`config.mk`:
```
export PLATFORM = sky130hd
export DESIGN_NAME = freq_gate_ctrl
export DESIGN_NICKNAME = d
export VERILOG_FILES = /design/src/rtl/freq_gate_ctrl.sv
export SDC_FILE = /design/constraint.sdc
export NUM_CORES = 1
export LEC_CHECK = 0
export BUFFER_PORTS_ARGS = -buffer_cell sky130_fd_sc_hd__buf_2
export CAP_MARGIN = 20
export CORE_ASPECT_RATIO = 0.75
export CORE_MARGIN = 4
export CORE_UTILIZATION = 55
export CTS_CLUSTER_SIZE = 16
export DETAILED_ROUTE_END_ITERATION = 12
export PLACE_DENSITY = 0.81
export SYNTH_ARGS = -nofsm -noshare
export SYNTH_HDL_FRONTEND = slang
export SYNTH_SLANG_ARGS = --single-unit
```
`constraint.sdc`:
```
create_clock -name clk -period 2.4 [get_ports clk]
set_clock_uncertainty 0.1 [all_clocks]
set_input_delay 0.36 -clock clk [delete_from_list [all_inputs] [get_ports clk]]
set_output_delay 0.36 -clock clk [all_outputs]
set_load 0.02 [all_outputs]
```
`src/rtl/freq_gate_ctrl.sv`:
```
//============================================================================
// Module  : freq_gate_ctrl
// Brief   : Gate/settle/latch sequencer driving the BCD frequency counter's
//           ENA/CLR and holding the last completed result for the display.
//           Optional macro FREQ_OVF_DETECT_EN builds the saturation/invalid
//           BCD flag on ovf; without it ovf is tied low.
// Revision: 1.0  initial release
//============================================================================
`default_nettype none

module freq_gate_ctrl #(
  parameter int GATE_CYCLES   = 8,
  parameter int SETTLE_CYCLES = 2
) (
  input  logic        clk,
  input  logic        rst_n,
  input  logic        run,
  input  logic [23:0] q_in,
  output logic        ena,
  output logic        clr_cnt,
  output logic        load,
  output logic [23:0] q_out,
  output logic        valid,
  output logic        ovf
);

  localparam logic [15:0] c_gate_last   = 16'(GATE_CYCLES - 1);
  localparam logic [15:0] c_settle_last = 16'(SETTLE_CYCLES - 1);

  typedef enum logic [2:0] {
    S_IDLE   = 3'd0,
    S_CLEAR  = 3'd1,
    S_GATE   = 3'd2,
    S_SETTLE = 3'd3,
    S_LOAD   = 3'd4
  } state_t;

  state_t      r_state;
  state_t      w_state_nxt;
  logic [15:0] r_cnt;
  logic [15:0] w_cnt_nxt;
  logic        r_ena;
  logic        r_clr;
  logic        r_load;
  logic        r_valid;
  logic [23:0] r_q_out;

  // Dropping run anywhere before LOAD abandons the window; LOAD always completes.
  always_comb begin
    w_state_nxt = r_state;
    w_cnt_nxt   = '0;
    case (r_state)
      S_IDLE: begin
        if (run) w_state_nxt = S_CLEAR;
      end
      S_CLEAR: begin
        w_state_nxt = run ? S_GATE : S_IDLE;
      end
      S_GATE: begin
        if (!run)                     w_state_nxt = S_IDLE;
        else if (r_cnt == c_gate_last) w_state_nxt = S_SETTLE;
        else                           w_cnt_nxt   = r_cnt + 16'd1;
      end
      S_SETTLE: begin
        if (!run)                       w_state_nxt = S_IDLE;
        else if (r_cnt == c_settle_last) w_state_nxt = S_LOAD;
        else                             w_cnt_nxt   = r_cnt + 16'd1;
      end
      S_LOAD: begin
        w_state_nxt = run ? S_CLEAR : S_IDLE;
      end
      default: begin
        w_state_nxt = S_IDLE;
      end
    endcase
  end

  // Strobes are registered decodes of the next state, so they align with r_state.
  always_ff @(posedge clk or negedge rst_n) begin
    if (!rst_n) begin
      r_state <= S_IDLE;
      r_cnt   <= '0;
      r_ena   <= 1'b0;
      r_clr   <= 1'b0;
      r_load  <= 1'b0;
      r_valid <= 1'b0;
      r_q_out <= 24'h000000;
    end else begin
      r_state <= w_state_nxt;
      r_cnt   <= w_cnt_nxt;
      r_ena   <= (w_state_nxt == S_GATE);
      r_clr   <= (w_state_nxt == S_CLEAR);
      r_load  <= (w_state_nxt == S_LOAD);
      r_valid <= (r_state == S_LOAD);
      if (r_state == S_LOAD) r_q_out <= q_in;
    end
  end

  assign ena     = r_ena;
  assign clr_cnt = r_clr;
  assign load    = r_load;
  assign valid   = r_valid;
  assign q_out   = r_q_out;

`ifdef FREQ_OVF_DETECT_EN
  logic [5:0] w_nib_bad;
  logic       w_ovf_nxt;
  logic       r_ovf;

  for (genvar gi = 0; gi < 6; gi++) begin : g_nib
    assign w_nib_bad[gi] = (q_in[gi*4 +: 4] > 4'd9);
  end

  // 999999 means the counter saturated during the window.
  assign w_ovf_nxt = (q_in == 24'h999999) || (|w_nib_bad);

  always_ff @(posedge clk or negedge rst_n) begin
    if (!rst_n) begin
      r_ovf <= 1'b0;
    end else if (r_state == S_LOAD) begin
      r_ovf <= w_ovf_nxt;
    end
  end

  assign ovf = r_ovf;
`else
  assign ovf = 1'b0;
`endif

endmodule

`default_nettype wire

```
Word-level counts from Yosys, hierarchy flattened:

Index checks and enable logic that the tools add are counted.

* add/subtract/negate cells: 1
* equality and inequality tests: 9
* multiplexer cells: 13
* reduce and logical (&&, ||, !) cells: 1

Operator list (number)
* $mux 16: 4
* $pmux 16 s2: 1
* $add 16x1->16 const B: 1
* $eq 16x1->1 const B: 1
* $eq 16x3->1 const B: 1
* $mux 3: 5
* $pmux 3 s5: 1
* $eq 3x2->1 const B: 3
* $eq 3x1->1 const B: 2
* $eq 3x3->1 const B: 2
* $logic_not 3->1: 1
* $mux 2: 1
* $mux 1: 1

* flip-flop bits (word level): 47
* bits of input ports: 27
* output and inout port bits: 29

Logic depth before layout (Yosys ltp):

Gate-level depths: netlist of the first run.

* word-level depth: 5
* depth in mapped cells: 7
* depth with buffers taken out: 6

Worst setup path after synthesis of the first run:

No wires, ideal clock.

* kind: flip-flop to flip-flop
* start: reg r_state[1]
* end: reg r_q_out[10], in the netlist q_out[10]
* setup time: 125 ps
* arrival time: 1371 ps
* data required time: 2175 ps
* slack: 804 ps
* stages on the path, launching flop included: 6
* cells stage by stage: dfrtp_1 -> nor2_1 -> and2_1 -> buf_2 -> buf_2 -> mux2_2

* word-level cells in the longest chain between the ends: 1

Ends and longest elaborated chain
* start, declared: line 38 `state_t r_state;`
* start signal, assigned: line 89 `r_state <= w_state_nxt;`
* $eq 3x3->1: line 95 `if (r_state == S_LOAD) r_q_out <= q_in;`
* end signal, assigned: line 95
* end, declared: line 46 `logic [23:0] r_q_out;`

Every way passes these cells.
A chain may end at the register's enable or synchronous reset.

Final worst setup path of the first run:

* start: reg r_cnt[4]
* end: reg r_cnt[15]

* word-level cells in the longest chain between the ends: 4
* elaborated cells on any way between the ends: 8
* those cells by class: 1 x add/sub; 2 x eq/ne; 5 x mux

Ends and longest elaborated chain
* start, declared: line 40 `logic [15:0] r_cnt;`
* start signal, assigned: line 90 `r_cnt <= w_cnt_nxt;`
* $add 16x1->16, or another cell as far along: line 62, 67
* $mux 16 (on tied branches): line 66, 61
* $mux 16 (on tied branches): line 65, 60
* $pmux 16 s2 *: line 52 `case (r_state)`
* net w_cnt_nxt[15]: line 41 `logic [15:0] w_cnt_nxt;`

The timed path passes the listed nets; every way through them passes the cells marked *.

==> results of run 1 <==
-- layout by cell type, fill, tap and decap left out --
| cell | instances |
|---|---|
| o21bai_4 | 1 |
| clkbuf_8 | 6 |
| inv_1 | 3 |
| ha_1 | 2 |
| nor2_1 | 21 |
| nor4_2 | 1 |
| nand4_2 | 2 |
| mux2_2 | 24 |
| conb_1 | 1 |
| xnor2_1 | 12 |
| xor2_1 | 2 |
| nand2_1 | 5 |
| nor4_1 | 6 |
| o21ai_1 | 1 |
| and2_1 | 2 |
| nor3_1 | 7 |
| dfrtp_1 | 47 |
| clkinv_2 | 1 |
| buf_4 | 3 |
| nand3b_1 | 2 |
| nand3_1 | 6 |
| o21a_1 | 1 |
| nor2b_1 | 1 |
| nand2b_1 | 2 |
| nand4_1 | 2 |
| a211oi_1 | 1 |
| dlygate4sd3_1 | 1 |
| buf_2 | 54 |
| a21oi_1 | 1 |
| nor3b_2 | 1 |
-- layer usage --
| metal | vias up | global-route usage | part of all wire |
|---|---|---|---|
| met3 | 2 | 0.0527 | 0.057 |
| met1 | 680 | 0.205 | 0.41 |
| li1 | 661 | - | - |
| met5 | - | 0 | 0 |
| met2 | 53 | 0.330 | 0.53 |
| met4 | 0 | 0.0558 | 0.0032 |
-- report_power, final --
part / internal (µW) / switching [µW]
registers: 842 / 29.0
clock network: 226 / 241
logic: 92.1 / 130
total: 1160 / 400
-- logic make-up (layout without fill, tap and decap cells) --
kind of cell,Yosys count,count (layout),share of synthesized area
flops,47,47,0.586
simple gates,58,58,0.154
xor+xnor,14,14,0.0611
compound gates,5,5,0.0218
other cells,1,1,0.00187
mux,24,24,0.135
fa+ha+maj,2,2,0.0125
buf+inv,9,68,0.0274
-- area by class of cell --
class / count / area share
clock inverters: 1 / 0.00207
clock buffers: 6 / 0.0342
flip-flops and latches: 47 / 0.487
well taps: 50 / 0.0259
repair buffers: 58 / 0.125
multi-input cells: 104 / 0.321
inverters: 3 / 0.00466
-- through the flow --
stage	total power [µW]	hold slack, ns	utilization	instances	worst slack (ns)
4_1_cts	1580	0.190	0.710	269	0.648
5_1_grt	1640	0.191	0.710	269	0.530
2_1_floorplan	1010	-0.0356	-	160	0.804
3_5_place_dp	1110	0.201	0.681	261	0.658
3_3_place_gp	1100	0.190	0.681	261	0.730
6_report	1560	0.200	0.710	269	0.640
-- worst max-delay path, cell delays in order, from the launching register on --
cell      delay [ns]
dfrtp_1         0.45
nor4_2          0.33
nand4_2         0.23
o21bai_4        0.41
nor2_1          0.12
-- repair_timing --
| item | in CTS | in global routing |
|---|---|---|
| setup endpoints to repair | 0 | 0 |
| gates resized for setup | 0 | 0 |
| hold buffers | 1 | 0 |
| endpoints found under the hold margin | 16 | 0 |
-- worst max path at each step --
stage | end | cells after the start | start
6_report | r_cnt[15]$_DFF_PN0_ | 4 | r_cnt[4]$_DFF_PN0_
5_1_grt | r_cnt[5]$_DFF_PN0_ | 4 | r_cnt[4]$_DFF_PN0_
4_1_cts | r_cnt[15]$_DFF_PN0_ | 4 | r_cnt[4]$_DFF_PN0_
3_5_place_dp | r_cnt[15]$_DFF_PN0_ | 4 | r_cnt[4]$_DFF_PN0_
3_3_place_gp | r_cnt[6]$_DFF_PN0_ | 4 | r_cnt[4]$_DFF_PN0_
2_1_floorplan | q_out[10]$_DFFE_PN0N_ | 5 | r_state[1]$_DFF_PN0_
-- flip-flops by register name, indices dropped and copies added, names as in the netlist --
register and cells:
clr_cnt 1, ena 1, load 1, q_out 24, r_cnt 16, r_state 3, valid 1
==> key figures, run 1 <==
Clock network
  • H-Tree Depth: 2
  • Clk sinks: 47
  • CTS buffer count: 5
  • Later-pin clock latency in the skew report: 0.29 ns
  • CTS tree: built
  • Clock-pin slew on the worst setup and hold paths: around 0.080 ns
  • CTS max path bufs: 2
  • Root Buffer: clkbuf_8
  • Setup Fix Bufs, Post-CTS: 0

Timing
  • Max-slew violations: 0
  • Min cycle time layout: between 1.5 and 2 ns
  • Final setup violation count: 0
  • Setup TNS: 0 ns
  • Final hold violation count: 0
  • Tcrit/Tclk final: 0.733
  • F_max: roughly 0.57 GHz
  • RSZ-0062 raised after global routing: false

Logic synthesis
  • Mapped Area: between 2000 and 2500 µm²
  • Post-synth EDFFs: 0
  • Synth cell count leaders: dfrtp_1, mux2_2, nor2_1
  • Ys async rst share: 1.00
  • Synth area leader: dfrtp_1
  • Sequential element share of the synthesized area: 0.586
  • Synth Flop Type: dfrtp_1
  • Synth top area share: 0.586
  • Count leader, synth: dfrtp_1
  • Yosys reg bits: 47
  • Synth cell types: 28
  • Post-Syn Area per Cell: between 10 and 15 µm²
  • Synth warn: 0
  • Synth top area cells: dfrtp_1, mux2_2, xnor2_1, nor2_1, nor4_1
  • Post-Syn Instances: 160
  • Syn_nets: 189

Floorplanning
  • Die height: 60.3 µm
  • Number of I/O pins: 56
  • Starting Density: 0.590
  • Die area: 4690 µm²
  • Core Region: 3400 µm²
  • Die width: 77.7 µm
  • FP Rows: 18

Cells and area
  • Ant. Diodes: 0
  • # nets final: roughly 250
  • Layout cells sized above 1: 0.425
  • # fillers: 251
  • Design Area, Final: 2410 µm²
  • Area grow syn2layout: 20.4%
  • Sequential cell area: 1180 µm²
  • Multi-input logic area: 774 µm²

Routing
  • Drt via density: roughly 5.2
  • Final WL: 4050 µm
  • Drt drc: 0
  • Routed length per instance: 15.1 µm
  • Post-route ant nets: 0
  • First-iteration detailed-routing DRC count: 73
  • Vias: 1396
  • First drt pass iteration count: 5

Global route
  • Gr usage total: 0.180
  • Gr ovfl total: 0
  • Vias in the first global route: 1439
  • Antenna violations before repair: 0
  • Largest net degree at the start of global routing: 26
  • First-pass GRT wire length: 6510 µm

Hold path
  • Min-Delay Startpoint: q_in[12]
  • Hold depth: 2
  • Hold EP: q_out[12]$_DFFE_PN0N_
  • Hold Path Class: primary input to register

Worst setup path
  • Required time worst endpoint: 2.46 ns
  • Worst R2R Path Depth: 4
  • Crit Path Category: register to register
  • Flop-to-flop setup slack: roughly 0.64 ns
  • Reg-to-Reg End: r_cnt[15]$_DFF_PN0_
  • Worst setup EP type: register
  • Worst r2r src: r_cnt[4]$_DFF_PN0_
  • CP Data Arrival Time: 1.82 ns
  • CP max FO: 15
  • Nature of the critical path startpoint: register

Run
  • MaxCap Viol Count: 0

Placed design
  • Final Wtd Congestion: 0.885
  • Placed cell areas: 2320 µm²
  • DP HPWL: 3060 µm
  • Port Buffer Count: between 50 and 60

Status
  • Outcome: completed

Pwr
  • Maximum VDD drop: around 0.00053 V
  • Leak: 0.00121 µW
  • Pwr per Cell Area: 646 nW/µm²
Note: power is estimated with default switching activity, not from simulation.
==> run 2: changes to the inputs <==
--- a/config.mk
+++ b/config.mk
@@ -5,14 +5,15 @@
 export SDC_FILE = /design/constraint.sdc
 export NUM_CORES = 1
 export LEC_CHECK = 0
+export ABC_AREA = 1
 export BUFFER_PORTS_ARGS = -buffer_cell sky130_fd_sc_hd__buf_2
 export CAP_MARGIN = 20
 export CORE_ASPECT_RATIO = 0.75
 export CORE_MARGIN = 4
-export CORE_UTILIZATION = 55
+export CORE_UTILIZATION = 52
 export CTS_CLUSTER_SIZE = 16
 export DETAILED_ROUTE_END_ITERATION = 12
-export PLACE_DENSITY = 0.81
+export PLACE_DENSITY = 0.77
 export SYNTH_ARGS = -nofsm -noshare
 export SYNTH_HDL_FRONTEND = slang
 export SYNTH_SLANG_ARGS = --single-unit
==> constraint.sdc (replaced) <==
create_clock -name clk -period 1.7 [get_ports clk]
set_clock_uncertainty 0.1 [all_clocks]
set_input_delay 0.255 -clock clk [delete_from_list [all_inputs] [get_ports clk]]
set_output_delay 0.255 -clock clk [all_outputs]
set_load 0.02 [all_outputs]
==> run 2 against run 1 <==
Utilization decreased by 3.9 points. Critical path depth increased by 4. Cell count increased by 42%. Critical path type unchanged. Largest cell class unchanged. Largest power group unchanged. Highest routed layer unchanged.
==> key figures, run 2 <==
Status
  • Outcome: completed

Floorplanning
  • Number of I/O pins: 56 (unchanged)
  • Core Region: 4050 µm² (+19%)
  • FP Rows: 20 (+2)
  • Die height: 64.2 µm (+6.5%)
  • Starting Density: 0.541 (-0.0490)
  • Die width: 83.0 µm (+6.7%)
  • Die area: 5330 µm² (+14%)

Cells and area
  • Area grow syn2layout: 24.1%
  • Most common cell after layout, fill and taps aside: nand2_1
  • Commonest non-fill, non-tap cells in the layout: nand2_1, buf_2, dfrtp_1
  • Layout cells sized above 1: 0.303 (-0.122)
  • Multi-input logic area: 925 µm² (+19%)
  • Ant. Diodes: 0 (unchanged)
  • Sequential cell area: 1180 µm² (unchanged)
  • # fillers: 341 (+36%)
  • # nets final: 355 (+43%)
  • Design Area, Final: 2720 µm² (+13%)
  • Max FFs per register: 24 (unchanged)

Clock network
  • Clock-pin slew on the worst setup and hold paths: 0.09 ns (about the same)
  • CTS buffer count: 5 (unchanged)
  • Root Buffer: clkbuf_8
  • CTS max path bufs: 2 (unchanged)
  • Setup Fix Bufs, Post-CTS: 0 (unchanged)
  • Later-pin clock latency in the skew report: 0.30 ns (about the same)
  • Clk sinks: 47 (unchanged)
  • CTS tree: built
  • H-Tree Depth: 2 (unchanged)

Logic synthesis
  • Count leader, synth: nand2_1
  • Synth Flop Type: dfrtp_1
  • Ys async rst share: 1.00 (unchanged)
  • Yosys reg bits: 47 (unchanged)
  • Synth top area share: 0.537 (-0.0499)
  • Synth warn: 0 (unchanged)
  • Mapped Area: 2190 µm² (+9.3%)
  • Synth cell types: 25 (-11%)
  • Synth top area cells: dfrtp_1, nand2_1, nor2_2, nor2_1, nand3_1
  • Post-Syn Area per Cell: 8.46 µm² (-32%)
  • Synth area leader: dfrtp_1
  • Post-synth EDFFs: 0 (unchanged)
  • Sequential element share of the synthesized area: 0.537 (-0.0499)
  • Post-Syn Instances: 259 (+62%)
  • Synth cell count leaders: nand2_1, dfrtp_1, nor2_1
  • Syn_nets: 288 (+52%)

Timing
  • Final hold violation count: 0 (unchanged)
  • Setup TNS: 0 ns (unchanged)
  • F_max: 0.636 GHz (+12%)
  • Max-slew violations: 0 (unchanged)
  • Tcrit/Tclk final: 0.925 (+0.192)
  • Final setup violation count: 0 (unchanged)
  • Min cycle time layout: 1.57 ns (-0.187 ns)

Routing
  • First-iteration detailed-routing DRC count: 94 (+29%)
  • Drt drc: 0 (unchanged)
  • First drt pass iteration count: 4 (-1)
  • Vias: 1836 (+32%)
  • Drt via density: 4.81 (-7.4%)
  • Post-route ant nets: 0 (unchanged)
  • Final WL: 4650 µm (+15%)
  • Routed length per instance: 12.2 µm (-19%)

Worst setup path
  • CP Data Arrival Time: 1.66 ns (-0.16 ns)
  • Crit path largest cell delay: 0.43 ns (-0.02 ns)
  • Nature of the critical path startpoint: register
  • Worst path slowest cell: dfrtp_1
  • Crit path buf inv count: 0 (unchanged)
  • Stages on worst setup path: 8 (+4)
  • CP max FO: 11 (-4)
  • Worst setup EP type: register
  • Worst R2R Path Depth: 8 (+4)
  • Ordered cell list for the critical path: nor2_1 -> nand2_1 -> nor2_2 -> nand2_2 -> nand2_2 -> nand3_1 -> nand2_4 -> nor2_1
  • Crit Path Category: register to register
  • Flop-to-flop setup slack: 0.13 ns (-0.51 ns)
  • Required time worst endpoint: 1.79 ns (-0.67 ns)
  • Delay-heaviest family, CP: simple AND/OR/NAND/NOR gates

Pwr
  • Pwr per Cell Area: 1350 nW/µm² (+110%)
  • Maximum VDD drop: 0.000997 V (+90%)
  • Leak: 0.00131 µW (+8.5%)
  • Total power: 3670 µW (+140%)

Placed design
  • Port Buffer Count: 54 (unchanged)
  • DP HPWL: 3550 µm (+16%)
  • Final Wtd Congestion: 0.851 (-3.8%)
  • Placed cell areas: 2590 µm² (+12%)

Global route
  • Gr ovfl total: 0 (unchanged)
  • Gr usage total: 0.186 (+0.00630)
  • Antenna violations before repair: 0 (unchanged)
  • First-pass GRT wire length: 7980 µm (+23%)
  • Largest net degree at the start of global routing: 25 (-3.8%)
  • Vias in the first global route: 1774 (+23%)

Run
  • MaxCap Viol Count: 0 (unchanged)

Hold path
  • Hold depth: 3 (+1)
  • Hold Path Class: primary input to register
-- run 2: worst register-to-register path, stage by stage (launching register included) --
cell and delay [ns]:
dfrtp_1 0.43, nor2_1 0.11, nand2_1 0.07, nor2_2 0.18, nand2_2 0.10, nand2_2 0.09
nand3_1 0.12, nand2_4 0.21, nor2_1 0.07
-- run 2: worst paths after layout --
path | start | end
worst max-delay path | r_cnt[13]$_DFF_PN0_ | r_cnt[9]$_DFF_PN0_
worst min-delay path | q_in[3] | q_out[3]$_DFFE_PN0N_
worst max register to register | r_cnt[13]$_DFF_PN0_ | r_cnt[9]$_DFF_PN0_
worst min register to register | q_out[11]$_DFFE_PN0N_ | q_out[11]$_DFFE_PN0N_
max in group asynchronous | rst_n | q_out[12]$_DFFE_PN0N_
min in group asynchronous | rst_n | q_out[13]$_DFFE_PN0N_
-- run 2: where the power goes --
part	total (µW)	internal, µW	switching (µW)
Combinational	1240	403	840
Clock	805	438	368
Sequential	1620	1440	179
-- run 2: per-stage QoR --
step	worst slack (ns)	instances	util	hold slack [ns]
2_1_floorplan	0.286	259	-	-0.141
4_1_cts	0.0668	382	0.669	0.0445
3_5_place_dp	0.114	373	0.638	0.0740
6_report	0.127	382	0.671	0.0498
5_1_grt	-0.0178	382	0.671	0.0553
3_3_place_gp	0.154	373	0.638	0.0735
-- run 2: cell families after synthesis --
family                     after synthesis  synth area share
DFF                                     47             0.537
and+or+nand+nor                        170             0.350
AOI/OAI and AO/OA                        7            0.0171
adders and majority gates                2            0.0114
xor gates and xnor gates                 9            0.0360
other                                    1           0.00171
buffers and inverters                   23            0.0468
-- run 2: area by class of cell --
cell class / count / share of cell area
clock buffer: 5 / 0.0253
clock inverter: 3 / 0.0161
inverter: 17 / 0.0234
multi-input combinational: 189 / 0.340
sequential: 47 / 0.432
tap: 55 / 0.0253
timing repair buffer: 66 / 0.138
-- run 2: timing repair --
action / CTS / global route
hold endpoints to repair: 13 / 0
hold buffers: 1 / 0
resized for setup: 0 / 2
setup endpoints to repair: 0 / 12
-- run 2: metal layers --
layer | routed length, µm | track usage | part of all wire
met3 | 204 | 0.0425 | 0.044
met2 | 2170 | 0.294 | 0.47
met1 | 2200 | 0.253 | 0.47
met4 | 74 | 0.0653 | 0.016
met5 | 0 | 0 | 0
==> run 3: changes to the inputs <==
==> constraint.sdc (replaced) <==
create_clock -name clk -period 1.5 [get_ports clk]
set_clock_uncertainty 0.1 [all_clocks]
set_input_delay 0.225 -clock clk [delete_from_list [all_inputs] [get_ports clk]]
set_output_delay 0.225 -clock clk [all_outputs]
set_load 0.02 [all_outputs]
==> run 3 against run 2 <==
Sequential cell count unchanged. Utilization rose by 6.0 points. Maximum frequency increased by 5.9%. Largest cell class unchanged. Wire length grew 11%. Count of clock-buffer cells in the layout increased by 1.
==> key figures, run 3 (same netlist as run 2, synthesis figures left out) <==
Pwr
  • Net Sw Frac: 0.361 (-0.0168)
  • Part of the power in the clock network: 0.242 (+0.023)
  • Combinational power share: 0.345 (+0.006)
  • Pwr per Cell Area: 1510 nW/µm² (+12%)
  • Reg power frac: 0.413 (-0.029)
  • P_sw: 1610 µW (+16%)
  • Internal: 2850 µW (+25%)
  • Maximum VDD drop: 0.000953 V (-4.4%)
  • Leak: 0.00143 µW (+9.0%)

Hold path
  • Hold Path Class: primary input to register

Cells and area
  • Final Instance Count excl. Fillers: 401 (+5.0%)
  • Area grow syn2layout: 35.3%
  • Layout cells sized above 1: 0.379 (+0.0759)
  • # fillers: 330 (-3.2%)
  • Commonest non-fill, non-tap cells in the layout: nand2_1, buf_2, dfrtp_1
  • Most common cell after layout, fill and taps aside: nand2_1
  • Ant. Diodes: 0 (unchanged)
  • Multi-input logic area: 978 µm² (+5.8%)
  • Sequential cell area: 1180 µm² (unchanged)
  • Max FFs per register: 24 (unchanged)
  • # nets final: 374 (+5.4%)

Global route
  • Largest net degree at the start of global routing: 31 (+24%)
  • GRT met3 Usage: 0.0425 (unchanged)
  • Top Usage Layer GRT: met2
  • Gr ovfl total: 0 (unchanged)
  • Vias in the first global route: 1953 (+10%)
  • Gr usage total: 0.202 (+0.0161)
  • Routing usage on met1: 0.252 (-0.00125)
  • Antenna violations before repair: 0 (unchanged)
  • First-pass GRT wire length: 8700 µm (+9.0%)
  • Met2 Usage GRT: 0.348 (+0.0540)

Routing
  • First-iteration detailed-routing DRC count: 147 (+56%)
  • Drt drc: 0 (unchanged)
  • Vias: 1976 (+7.6%)
  • Routed length per instance: 12.9 µm (+6.0%)
  • Drt via density: 4.93 (+2.5%)
  • First drt pass iteration count: 4 (unchanged)
  • Post-route ant nets: 0 (unchanged)
  • Final WL: 5180 µm (+11%)

Timing
  • Min cycle time layout: 1.48 ns (-0.0880 ns)
  • Final hold violation count: 0 (unchanged)
  • RSZ-0062 raised after global routing: true
  • F_max: 0.673 GHz (+5.9%)
  • Final setup violation count: 0 (unchanged)
  • Tcrit/Tclk final: 0.990 (+0.0647)
  • Max-slew violations: 0 (unchanged)
  • Worst setup slack after layout: 0.0151 ns (-0.112 ns)

Clock network
  • CTS buffer count: 5 (unchanged)
  • Later-pin clock latency in the skew report: 0.30 ns (about the same)
  • CTS max path bufs: 2 (unchanged)
  • Root Buffer: clkbuf_8
  • CTS tree: built
  • Clock-pin slew on the worst setup and hold paths: 0.09 ns (about the same)
  • Clk sinks: 47 (unchanged)
  • H-Tree Depth: 2 (unchanged)

Worst setup path
  • Required time worst endpoint: 1.63 ns (-0.16 ns)
  • Nature of the critical path startpoint: register
  • Crit Path Category: register to register
  • Flop-to-flop setup slack: 0.02 ns (-0.11 ns)
  • CP Data Arrival Time: 1.62 ns (-0.04 ns)
  • CP max FO: 3 (-8)
  • Worst setup EP type: register

Floorplanning
  • FP Rows: 20 (unchanged)
  • Die width: 83.0 µm (unchanged)
  • Die area: 5330 µm² (unchanged)
  • Starting Density: 0.541 (unchanged)
  • Number of I/O pins: 56 (unchanged)
  • Die height: 64.2 µm (unchanged)
  • Core Region: 4050 µm² (unchanged)

Placed design
  • Cells after DPL: 388 (+4.0%)
  • DP HPWL: 3770 µm (+6.2%)
  • Final Wtd Congestion: 0.886 (+4.1%)
  • Port Buffer Count: 54 (unchanged)
  • Pre-CTS setup slack: -0.00961 ns (-0.124 ns)

Run
  • MaxCap Viol Count: 0 (unchanged)

Status
  • Outcome: completed
## run 3: cell types whose count changed in the layout (fill, tap and decap cells not counted), moves of 2 or more
cell,delta
buf_4,+17
nor2_1,-6
nand2_1,-5
nand2_2,+5
nor2_2,+3
nor2_4,+3
buf_12,+2
## run 3: layout make-up
| cell class | instances | share of cell area |
|---|---|---|
| clock buffer | 6 | 0.0245 |
| clock inverter | 2 | 0.0203 |
| inverter | 17 | 0.0224 |
| multi-input combinational | 189 | 0.330 |
| sequential | 47 | 0.397 |
| tap | 55 | 0.0232 |
| timing repair buffer | 85 | 0.183 |
## run 3: timing repair
action / in CTS / in global routing
hold buffers: 1 / 0
resized for setup: 1 / 21
buffers inserted: 0 / 4
gates cloned: 0 / 0
hold endpoints to repair: 17 / 0
setup endpoints to repair: 12 / 19
pin swaps: 0 / 11
## run 3: path summary, 6_finish.rpt
kind                                         end                  start  depth (start not counted)
hold / removal              q_out[7]$_DFFE_PN0N_                q_in[7]                          3
max in group asynchronous  q_out[12]$_DFFE_PN0N_                  rst_n                          3
setup reg to reg                   ena$_DFF_PN0_     r_cnt[7]$_DFF_PN0_                         10
min in group asynchronous  q_out[17]$_DFFE_PN0N_                  rst_n                          2
hold reg to reg            q_out[16]$_DFFE_PN0N_  q_out[16]$_DFFE_PN0N_                          2
setup / recovery                   ena$_DFF_PN0_     r_cnt[7]$_DFF_PN0_                         10
## run 3: stage by stage
stage	area [µm²]	power [µW]	util	hold slack, ns	TNS, ns
floorplan	2190	2750	-	-0.171	0
global placement	2730	3320	0.672	0.0774	0
detailed placement	2730	3370	0.672	0.0871	-0.0120
CTS	2870	4460	0.709	0.0178	-0.125
global route	2970	4760	0.731	0.0205	-1.07
finish	2970	4460	0.731	0.0256	0
## run 3: worst max-delay path, stage by stage, from the launching register on
cell and delay (ns):
dfrtp_1 0.38, nor2_1 0.12, nand2_1 0.12, nor2_2 0.14, nand2_2 0.08, nand2_4 0.08
nand2_2 0.07, buf_4 0.13, nand2_2 0.05, nand2_2 0.06, nor2_2 0.10
## run 3: power groups by stage
stage,Clock (µW),Combinational [µW],Sequential [µW]
after floorplan,0,457,2290
after global placement,0,1470,1850
after detailed placement,0,1510,1870
after CTS,1100,1510,1850
after global routing,1160,1700,1890
final,1080,1540,1840
## run 3: layer usage
layer / share of wire / routed length [µm] / vias to the layer above
li1: - / - / 973
met1: 0.44 / 2260 / 950
met2: 0.51 / 2650 / 45
met3: 0.039 / 204 / 8
met4: 0.012 / 64 / 0
met5: 0 / 0 / -
